===== src/rtl/inst_fetch_port.sv =====
`default_nettype none
// ============================================================================
// Module      : inst_fetch_port
// Description : Instruction-memory side of the fetch interface. Serves each
//               aligned fetch either from a one-entry tagged buffer (hit, zero
//               stall) or by issuing a single read on a variable-latency
//               instruction bus (miss, stall until the buffer is refilled).
//               Handles flush cancellation of an outstanding read and a bus
//               timeout that fills the buffer with an error-tagged NOP.
//
// Ports       : clk, rst      - clock, synchronous active-high reset
//               ice, iaddr    - fetch enable and byte address from fetch stage
//               flush         - exception flush, cancels outstanding fetch
//               inst          - instruction for iaddr (valid when !stallreq_if)
//               stallreq_if   - fetch not yet satisfied, stall the pipeline
//               ibus_err      - current inst comes from a timed-out fetch
//               bus_req       - registered bus read request
//               bus_addr      - registered word-aligned bus read address
//               bus_gnt       - bus accepted the request this cycle
//               bus_rvalid    - read data valid
//               bus_rdata     - read data
//
// Revision    : 1.0 - initial release
// ============================================================================
module inst_fetch_port #(
    parameter int unsigned TIMEOUT  = 255,
    parameter logic [31:0] NOP_WORD = 32'h0000_0000
) (
    input  logic        clk,
    input  logic        rst,
    input  logic        ice,
    input  logic [31:0] iaddr,
    input  logic        flush,
    output logic [31:0] inst,
    output logic        stallreq_if,
    output logic        ibus_err,
    output logic        bus_req,
    output logic [31:0] bus_addr,
    input  logic        bus_gnt,
    input  logic        bus_rvalid,
    input  logic [31:0] bus_rdata
);

    // The counter only has to reach TIMEOUT-1 (the last WAIT cycle before
    // giving up), so it is sized for values 0..TIMEOUT-1.
    localparam int unsigned        c_CNT_W    = (TIMEOUT > 1) ? $clog2(TIMEOUT) : 1;
    localparam logic [c_CNT_W-1:0] c_CNT_LAST = c_CNT_W'(TIMEOUT - 1);

    localparam logic [1:0] c_ST_IDLE    = 2'd0;
    localparam logic [1:0] c_ST_REQ     = 2'd1;
    localparam logic [1:0] c_ST_WAIT    = 2'd2;
    localparam logic [1:0] c_ST_DISCARD = 2'd3;

    // ------------------------------------------------------------------------
    // State and buffer registers
    // ------------------------------------------------------------------------
    logic [1:0]         r_state;
    logic [29:0]        r_req_addr;
    logic               r_cancel;
    logic [c_CNT_W-1:0] r_cnt;
    logic               r_bus_req;
    logic [31:0]        r_bus_addr;
    logic               r_buf_valid;
    logic               r_buf_err;
    logic [29:0]        r_buf_addr;
    logic [31:0]        r_buf_data;

    // Next-state values
    logic [1:0]         w_state;
    logic [29:0]        w_req_addr;
    logic               w_cancel;
    logic [c_CNT_W-1:0] w_cnt;
    logic               w_bus_req;
    logic [31:0]        w_bus_addr;
    logic               w_buf_valid;
    logic               w_buf_err;
    logic [29:0]        w_buf_addr;
    logic [31:0]        w_buf_data;

    logic               w_aligned;
    logic               w_hit;
    logic               w_miss;
    logic               w_timeout;
    logic               w_drop;

    // ------------------------------------------------------------------------
    // Combinational fetch-side outputs
    // ------------------------------------------------------------------------
    assign w_aligned = (iaddr[1:0] == 2'b00);

    // The hit is qualified with ice and alignment so that a disabled or
    // misaligned fetch whose word address happens to match the buffer still
    // returns NOP_WORD and never reports a bus error.
    assign w_hit  = ice && w_aligned && r_buf_valid && (r_buf_addr == iaddr[31:2]);
    assign w_miss = ice && w_aligned && !flush && !w_hit;

    assign stallreq_if = w_miss;
    assign inst        = w_hit ? r_buf_data : NOP_WORD;
    assign ibus_err    = w_hit && r_buf_err;

    assign bus_req  = r_bus_req;
    assign bus_addr = r_bus_addr;

    // Timeout fires in the WAIT cycle whose count is TIMEOUT-1, i.e. after
    // exactly TIMEOUT WAIT cycles without read data.
    assign w_timeout = (TIMEOUT != 0) && (r_cnt == c_CNT_LAST);

    // A response granted in REQ is dropped if a flush arrived at any point
    // while the request was pending, including the grant cycle itself.
    assign w_drop = r_cancel || flush;

    // ------------------------------------------------------------------------
    // Next-state and datapath logic
    // ------------------------------------------------------------------------
    always_comb begin
        w_state     = r_state;
        w_req_addr  = r_req_addr;
        w_cancel    = r_cancel;
        w_cnt       = r_cnt;
        w_bus_req   = r_bus_req;
        w_bus_addr  = r_bus_addr;
        w_buf_valid = r_buf_valid;
        w_buf_err   = r_buf_err;
        w_buf_addr  = r_buf_addr;
        w_buf_data  = r_buf_data;

        case (r_state)
            c_ST_IDLE: begin
                // Stray responses (e.g. after a mid-transaction reset) are
                // ignored here simply by never looking at bus_rvalid.
                if (flush) begin
                    w_buf_valid = 1'b0;
                end else if (w_miss) begin
                    w_req_addr = iaddr[31:2];
                    w_bus_req  = 1'b1;
                    w_bus_addr = {iaddr[31:2], 2'b00};
                    w_cancel   = 1'b0;
                    w_state    = c_ST_REQ;
                end
            end

            c_ST_REQ: begin
                // The request is never withdrawn: bus_req/bus_addr hold until
                // the grant, even across a flush.
                if (flush) begin
                    w_cancel = 1'b1;
                end
                if (bus_gnt) begin
                    w_bus_req = 1'b0;
                    w_cnt     = '0;
                    if (bus_rvalid) begin
                        if (!w_drop) begin
                            w_buf_addr  = r_req_addr;
                            w_buf_data  = bus_rdata;
                            w_buf_err   = 1'b0;
                            w_buf_valid = 1'b1;
                        end
                        w_state = c_ST_IDLE;
                    end else if (w_drop) begin
                        w_state = c_ST_DISCARD;
                    end else begin
                        w_state = c_ST_WAIT;
                    end
                end
            end

            c_ST_WAIT: begin
                w_cnt = r_cnt + c_CNT_W'(1);
                if (flush) begin
                    w_buf_valid = 1'b0;
                    w_state     = bus_rvalid ? c_ST_IDLE : c_ST_DISCARD;
                end else if (bus_rvalid) begin
                    // Read data beats a coincident timeout.
                    w_buf_addr  = r_req_addr;
                    w_buf_data  = bus_rdata;
                    w_buf_err   = 1'b0;
                    w_buf_valid = 1'b1;
                    w_state     = c_ST_IDLE;
                end else if (w_timeout) begin
                    // Satisfy the fetch with an error-tagged NOP, but the bus
                    // still owes a response which must be swallowed before a
                    // new request may go out.
                    w_buf_addr  = r_req_addr;
                    w_buf_data  = NOP_WORD;
                    w_buf_err   = 1'b1;
                    w_buf_valid = 1'b1;
                    w_state     = c_ST_DISCARD;
                end
            end

            c_ST_DISCARD: begin
                if (bus_rvalid) begin
                    w_state = c_ST_IDLE;
                end
            end

            default: begin
                w_state = c_ST_IDLE;
            end
        endcase
    end

    // ------------------------------------------------------------------------
    // Registers
    // ------------------------------------------------------------------------
    always_ff @(posedge clk) begin
        if (rst) begin
            r_state     <= c_ST_IDLE;
            r_req_addr  <= '0;
            r_cancel    <= 1'b0;
            r_cnt       <= '0;
            r_bus_req   <= 1'b0;
            r_bus_addr  <= '0;
            r_buf_valid <= 1'b0;
            r_buf_err   <= 1'b0;
            r_buf_addr  <= '0;
            r_buf_data  <= '0;
        end else begin
            r_state     <= w_state;
            r_req_addr  <= w_req_addr;
            r_cancel    <= w_cancel;
            r_cnt       <= w_cnt;
            r_bus_req   <= w_bus_req;
            r_bus_addr  <= w_bus_addr;
            r_buf_valid <= w_buf_valid;
            r_buf_err   <= w_buf_err;
            r_buf_addr  <= w_buf_addr;
            r_buf_data  <= w_buf_data;
        end
    end

endmodule
`default_nettype wire

===== config.mk =====
export PLATFORM = sky130hd
export DESIGN_NAME = inst_fetch_port
export DESIGN_NICKNAME = d
export VERILOG_FILES = /design/src/rtl/inst_fetch_port.sv
export SDC_FILE = /design/constraint.sdc
export NUM_CORES = 1
export LEC_CHECK = 0
export BUFFER_PORTS_ARGS = -buffer_cell sky130_fd_sc_hd__buf_2
export CAP_MARGIN = 20
export CORE_MARGIN = 5
export CORE_UTILIZATION = 25
export CTS_BUF_LIST = sky130_fd_sc_hd__clkbuf_2 sky130_fd_sc_hd__clkbuf_4 sky130_fd_sc_hd__clkbuf_8
export DETAILED_ROUTE_END_ITERATION = 6
export GPL_TIMING_DRIVEN = 0
export PLACE_DENSITY_LB_ADDON = 0.15
export SYNTH_ARGS = -nofsm -noshare
export SYNTH_HDL_FRONTEND = slang
export SYNTH_SLANG_ARGS = --single-unit

===== constraint.sdc =====
create_clock -name clk -period 2.6 [get_ports clk]
set_clock_uncertainty 0.15 [all_clocks]
set_input_delay 0.26 -clock clk [delete_from_list [all_inputs] [get_ports clk]]
set_output_delay 0.26 -clock clk [all_outputs]
set_load 0.01 [all_outputs]

# ---- Word-level counts from Yosys, hierarchy flattened
# Index checks and enable logic that the tools add are counted.
dict set report op_classes {
  add_sub_neg 1
  n_eq_ne 16
  muxes 50
  bitwise 1
  n_reduce_logical 21
}
# op n
set ops {}
lappend ops {{32-bit 2-to-1 mux} 7}
lappend ops {{30-bit 2-to-1 mux} 6}
lappend ops {{32-bit one-hot mux with 2 select lines} 1}
lappend ops {{30-bit one-hot mux with 2 select lines} 1}
lappend ops {{30-bit == test} 1}
lappend ops {{1-bit 2-to-1 mux} 19}
lappend ops {{2-bit 2-to-1 mux} 9}
lappend ops {{2-bit != test (second input constant)} 9}
lappend ops {{8-bit one-hot mux with 2 select lines} 1}
lappend ops {{6-bit AND reduction} 2}
lappend ops {{8-bit by 1-bit adder with 8-bit output (second input constant)} 1}
lappend ops {{8-bit == test (second input constant)} 1}
lappend ops {{8-bit 2-to-1 mux} 1}
lappend ops {{2-bit one-hot mux with 4 select lines} 1}
lappend ops {{4-bit AND reduction} 2}
lappend ops {{1-bit logical AND} 6}
lappend ops {{1-bit one-hot mux with 2 select lines} 3}
lappend ops {{5-bit AND reduction} 1}
lappend ops {{2-bit == test (second input constant)} 2}
lappend ops {{2-bit zero test} 2}
lappend ops {{4-bit != test (second input constant)} 1}
lappend ops {{2-bit nonzero test} 2}
lappend ops {{3-bit != test (second input constant)} 1}
lappend ops {{1-bit one-hot mux with 3 select lines} 1}
lappend ops {{7 further kinds} 8}
dict set report totals {
  register_bits 106
  wordCells 98
}

# ---- Logic depth before layout (Yosys ltp)
dict set report depth {
  word_depth 9
  ltp_mapped 10
  mapped_depth_nobuf 7
}

# ---- Worst setup path before layout
# OpenSTA, ideal clock, no wires.
dict set report synth_timing {
  kind {register -> register}
  from {register r_state[0]}
  to {register r_buf_addr[11]}
  setup_ns 0.071
  t_arrival_ns 1.818
  t_required_ns 2.379
  path_slack_ns 0.561
  path_stages_with_launch 11
  n_path_buf 3
  synth_period_minus_slack_ns 2.039
  path_cell_list {dfxtp_1 -> inv_1 -> ha_1 -> clkbuf_1 -> nor2b_1 -> o21ai_0 -> and2_1 -> clkbuf_1 -> clkbuf_1 -> nand2_1 -> a21oi_1}
}
dict set report synth_via {
  elab_chain_cells 3
  word_cells_on_any_way 10
  cone_classes {eq/ne (7); mux (1); reduce/logical (2)}
}
# item line
set synth_lines {}
lappend synth_lines {{start, declared} 57} ;# logic [1:0] r_state;
lappend synth_lines {{start signal, assigned} 208} ;# r_state <= c_ST_IDLE;
lappend synth_lines {{start signal, assigned} 219} ;# r_state <= w_state;
lappend synth_lines {{2-bit == test or 2-bit by 1-bit == test with 1-bit output (tied branches)} 127} ;# case (r_state)
lappend synth_lines {{3-bit != test (no line) (tied with other cells)} --}
lappend synth_lines {{6-bit AND reduction (no line)} --}
lappend synth_lines {{end signal, assigned} 227} ;# r_buf_addr <= w_buf_addr;
lappend synth_lines {{end, declared} 65} ;# logic [29:0] r_buf_addr;
# Several ways; a longest one is shown, not always the timed one.
# A chain may end at the register's enable or synchronous reset.

# ---- Final worst setup path
dict set report layout_timing {
  from {input iaddr[23]}
  to {output inst[11]}
}
dict set report layout_via {
  elab_chain_cells 3
}
# item line
set layout_lines {}
lappend layout_lines {{start, declared} 32} ;# input logic [31:0] iaddr,
lappend layout_lines {{30-bit == test} 94} ;# assign w_hit = ice && w_aligned && r_buf_valid && (r_buf_addr == iaddr[31:2]);
lappend layout_lines {{1-bit logical AND} 94}
lappend layout_lines {{32-bit 2-to-1 mux} 98} ;# assign inst = w_hit ? r_buf_data : NOP_WORD;
lappend layout_lines {{end, declared} 34} ;# output logic [31:0] inst,
# Every way passes these cells.

==> out/qor.txt <==
status = complete, no violations
final-report max-slew violation count = 0
final instance area = 7041 um^2
Crit. End Element = output pin
layout net count = 853
std cell rows = 51
H-tree levels = 3
area share of the largest cell type after synthesis = 43.10%
Worst-Margin Slew = 0.6711 ns
Die H = 150.3 um
post-place setup slack = -0.2513 ns
Cell Area, Synth = 4923 um^2
dpl cell area = 5924 um^2
power density cells = 456.7 nW/um^2
Slowest cell on crit path = dlygate4sd3_1
count of flip-flops with a built-in enable after synthesis = 0
Slew headroom = 55.26%
DP HPWL = 11.41 mm
ys flop type = dfxtp_1
die outline width = 150.3 um
Num Clock Sinks = 106
Detailed Routing Iterations Pass 1 = 5
# DRC = 0
GRT overflow = 0
largest net degree at the start of global routing = 19
Ports = 137
sequential area share after synthesis = 43.10%
reg2reg end = r_buf_addr[14]
vias in the first global route = 4,753
unrepaired setup endpoints after global routing = true
Setup TNS Final = 0 ns
crit path DAT = 2.18 ns
depth of the worst hold-timing path = 3
Leak = 2.827 nW
CP max FO = 10
max-cap check violation count = 0
Final Instance Count excl. Fillers = 1,046
synth cell count leaders = dfxtp_1, nand2_1, nand2b_1, nor2_1, a21oi_1
synth warn = 0
Antenna Diode Count = 0
area added between synthesis and finish = 43.00%
Avg WL per Cell = 15.48 um
worst r2r path cells = 10
total wire length = 16.19 mm
Post-Syn Area per Cell = 8.761 um^2
Reg2Reg Launch Point = r_state[0]
peak supply drop = 0.2088 mV
CP Cell Sequence = dlygate4sd3_1 -> buf_2 -> xnor2_1 -> nand4_1 -> nor4_4 -> buf_6 -> buf_2 -> and3_1 -> buf_2
IO Port Bufs = 133
count of cell types in the netlist = 43
most frequent cell on the critical path = buf_2
antenna violations before repair = 0
core box area = 19,400 um^2
overall power = 3.215 mW
post-DR vias/cell = 4.517
CTS root buf = clkbuf_8
final worst path period need = 2.594 ns
CP delay by family, top = buffers and inverters
crit start category = input pin
synthesized flop and latch total = 106
antenna-violating nets left = 0
Final Cycle Share = 99.77%
clock tree buffer depth = 2
Final Hold Fails = 0
leading post-synthesis cells by cell area = dfxtp_1, nand2b_1, mux2i_1
Die ar. = 22,600 um^2
Final setup viols = 0
Worst path max stage delay = 0.53 ns
Layout Utilization = 36.29%
crit path launch = iaddr[23]
most numerous cell in the Yosys netlist = dfxtp_1
Setup crit end = inst[11]
CTS tree = yes
1st-iter DRT viols = 182
GR Util All Layers = 14.20%
Initial Util = 25.38%
total CTS buffers = 9
Fmax achieved = 385.5 MHz
worst hold margin = 0.04056 ns
GP Congestion = 0.8082
Syn Inst Count = 562
CP bufs+invs = 5
flop2flop setup slack = 0.23 ns
DR vias = 4,725
Worst Setup Slack, final = 0.005869 ns
critical path type = input pin to output pin
Worst-Skew Late Latency = 0.39 ns
largest area contributor in the netlist = dfxtp_1
CP Data Required Time = 2.19 ns
global-route wire length before repair = 25.31 mm
Clock Pin Slew Worst Setup and Hold Paths = 0.11 ns
worst hold path type = input pin to flop
WP depth = 9
layout cells sized above 1 = 27.27%
cell count after placement = 961
Synth async-reset ratio = 0%
kinds of logic (layout without fill, tap and decap cells):
logic type / after synthesis / after routing / synth area share (%)
xor gates and xnor gates: 33 / 33 / 5.870
buffers and inverters: 49 / 267 / 4.498
AOI/OAI and AO/OA: 93 / 93 / 12.07
and+or+nand+nor: 240 / 240 / 25.90
adders and majority gates: 7 / 7 / 1.779
other: 1 / 2 / 0.07617
muxes: 33 / 33 / 6.709
DFF: 106 / 106 / 43.10
cell type report:
cell class                 count  area (um^2)
fill                        2049        12360
multi-input combinational    408         2688
sequential                   106         2125
timing repair buffer         202         1446
tap                          265        331.6
buffer                        42        242.7
clock buffer                  10        131.4
clock inverter                 6        50.05
inverter                       7        26.28
worst min-delay path by stage:
stage	start	to	slack, ns
after floorplan	bus_rdata[0]	r_buf_data[0]	0.26
after global placement	r_req_addr[17]	r_buf_addr[17]	0.30
after detailed placement	r_buf_addr[12]	r_buf_addr[12]	0.31
after CTS	iaddr[28]	r_req_addr[26]	0.02
after global routing	iaddr[28]	r_req_addr[26]	0.02
final	iaddr[28]	r_req_addr[26]	0.04
worst reg2reg max path, cell delays in order, from the launching register on:
cell,delay [ns]
dfxtp_1,0.45
inv_1,0.09
ha_1,0.22
clkbuf_2,0.19
nor2b_1,0.19
o21ai_0,0.12
and2_1,0.16
clkbuf_1,0.21
buf_2,0.30
nand2_1,0.09
a21oi_1,0.12
cell usage in the layout, fill, tap and decap left out, drive strengths merged, types with 2 or more instances in the layout:
master,count
a211oi,4
a21oi,38
a22oi,32
a31oi,4
a32oi,2
and2,2
and3,33
buf,157
clkbuf,37
clkinv,2
conb,2
dfxtp,106
dlygate4sd3,60
ha,7
inv,10
mux2i,33
nand2,65
nand2b,64
nand3,4
nand4,9
nand4b,2
nor2,41
nor2b,5
nor3,4
nor3b,2
nor4,3
o21ai,6
or3,4
xnor2,32
flip-flops by register name, summed over array words and instances, names as in the netlist:
name,flops
r_buf_err,1
r_req_addr,30
r_state,2
r_buf_addr,30
bus_req,1
r_buf_data,32
r_cancel,1
r_buf_valid,1
r_cnt,8
per-layer routing:
metal,up-vias,global-route usage (%),routed length [um]
li1,2344,-,-
met1,2237,17.71,7098
met2,132,24.29,7785
met3,12,3.974,1124
met4,0,3.385,181
met5,-,0,0
repair_timing:
item                                   4_1_cts  5_1_grt
buffers inserted                             5        2
hold buffers                                60        0
endpoints found under the hold margin       60        0
pin swaps                                    7        2
cloned                                       1        1
gates resized for setup                     19       58
setup endpoints to repair                   64       95
power breakdown:
group,switching (mW),internal (mW)
clock,0.631,0.374
combinational,0.272,0.246
sequential,0.0309,1.66
total,0.934,2.28
(Power assumes the default switching activity.)
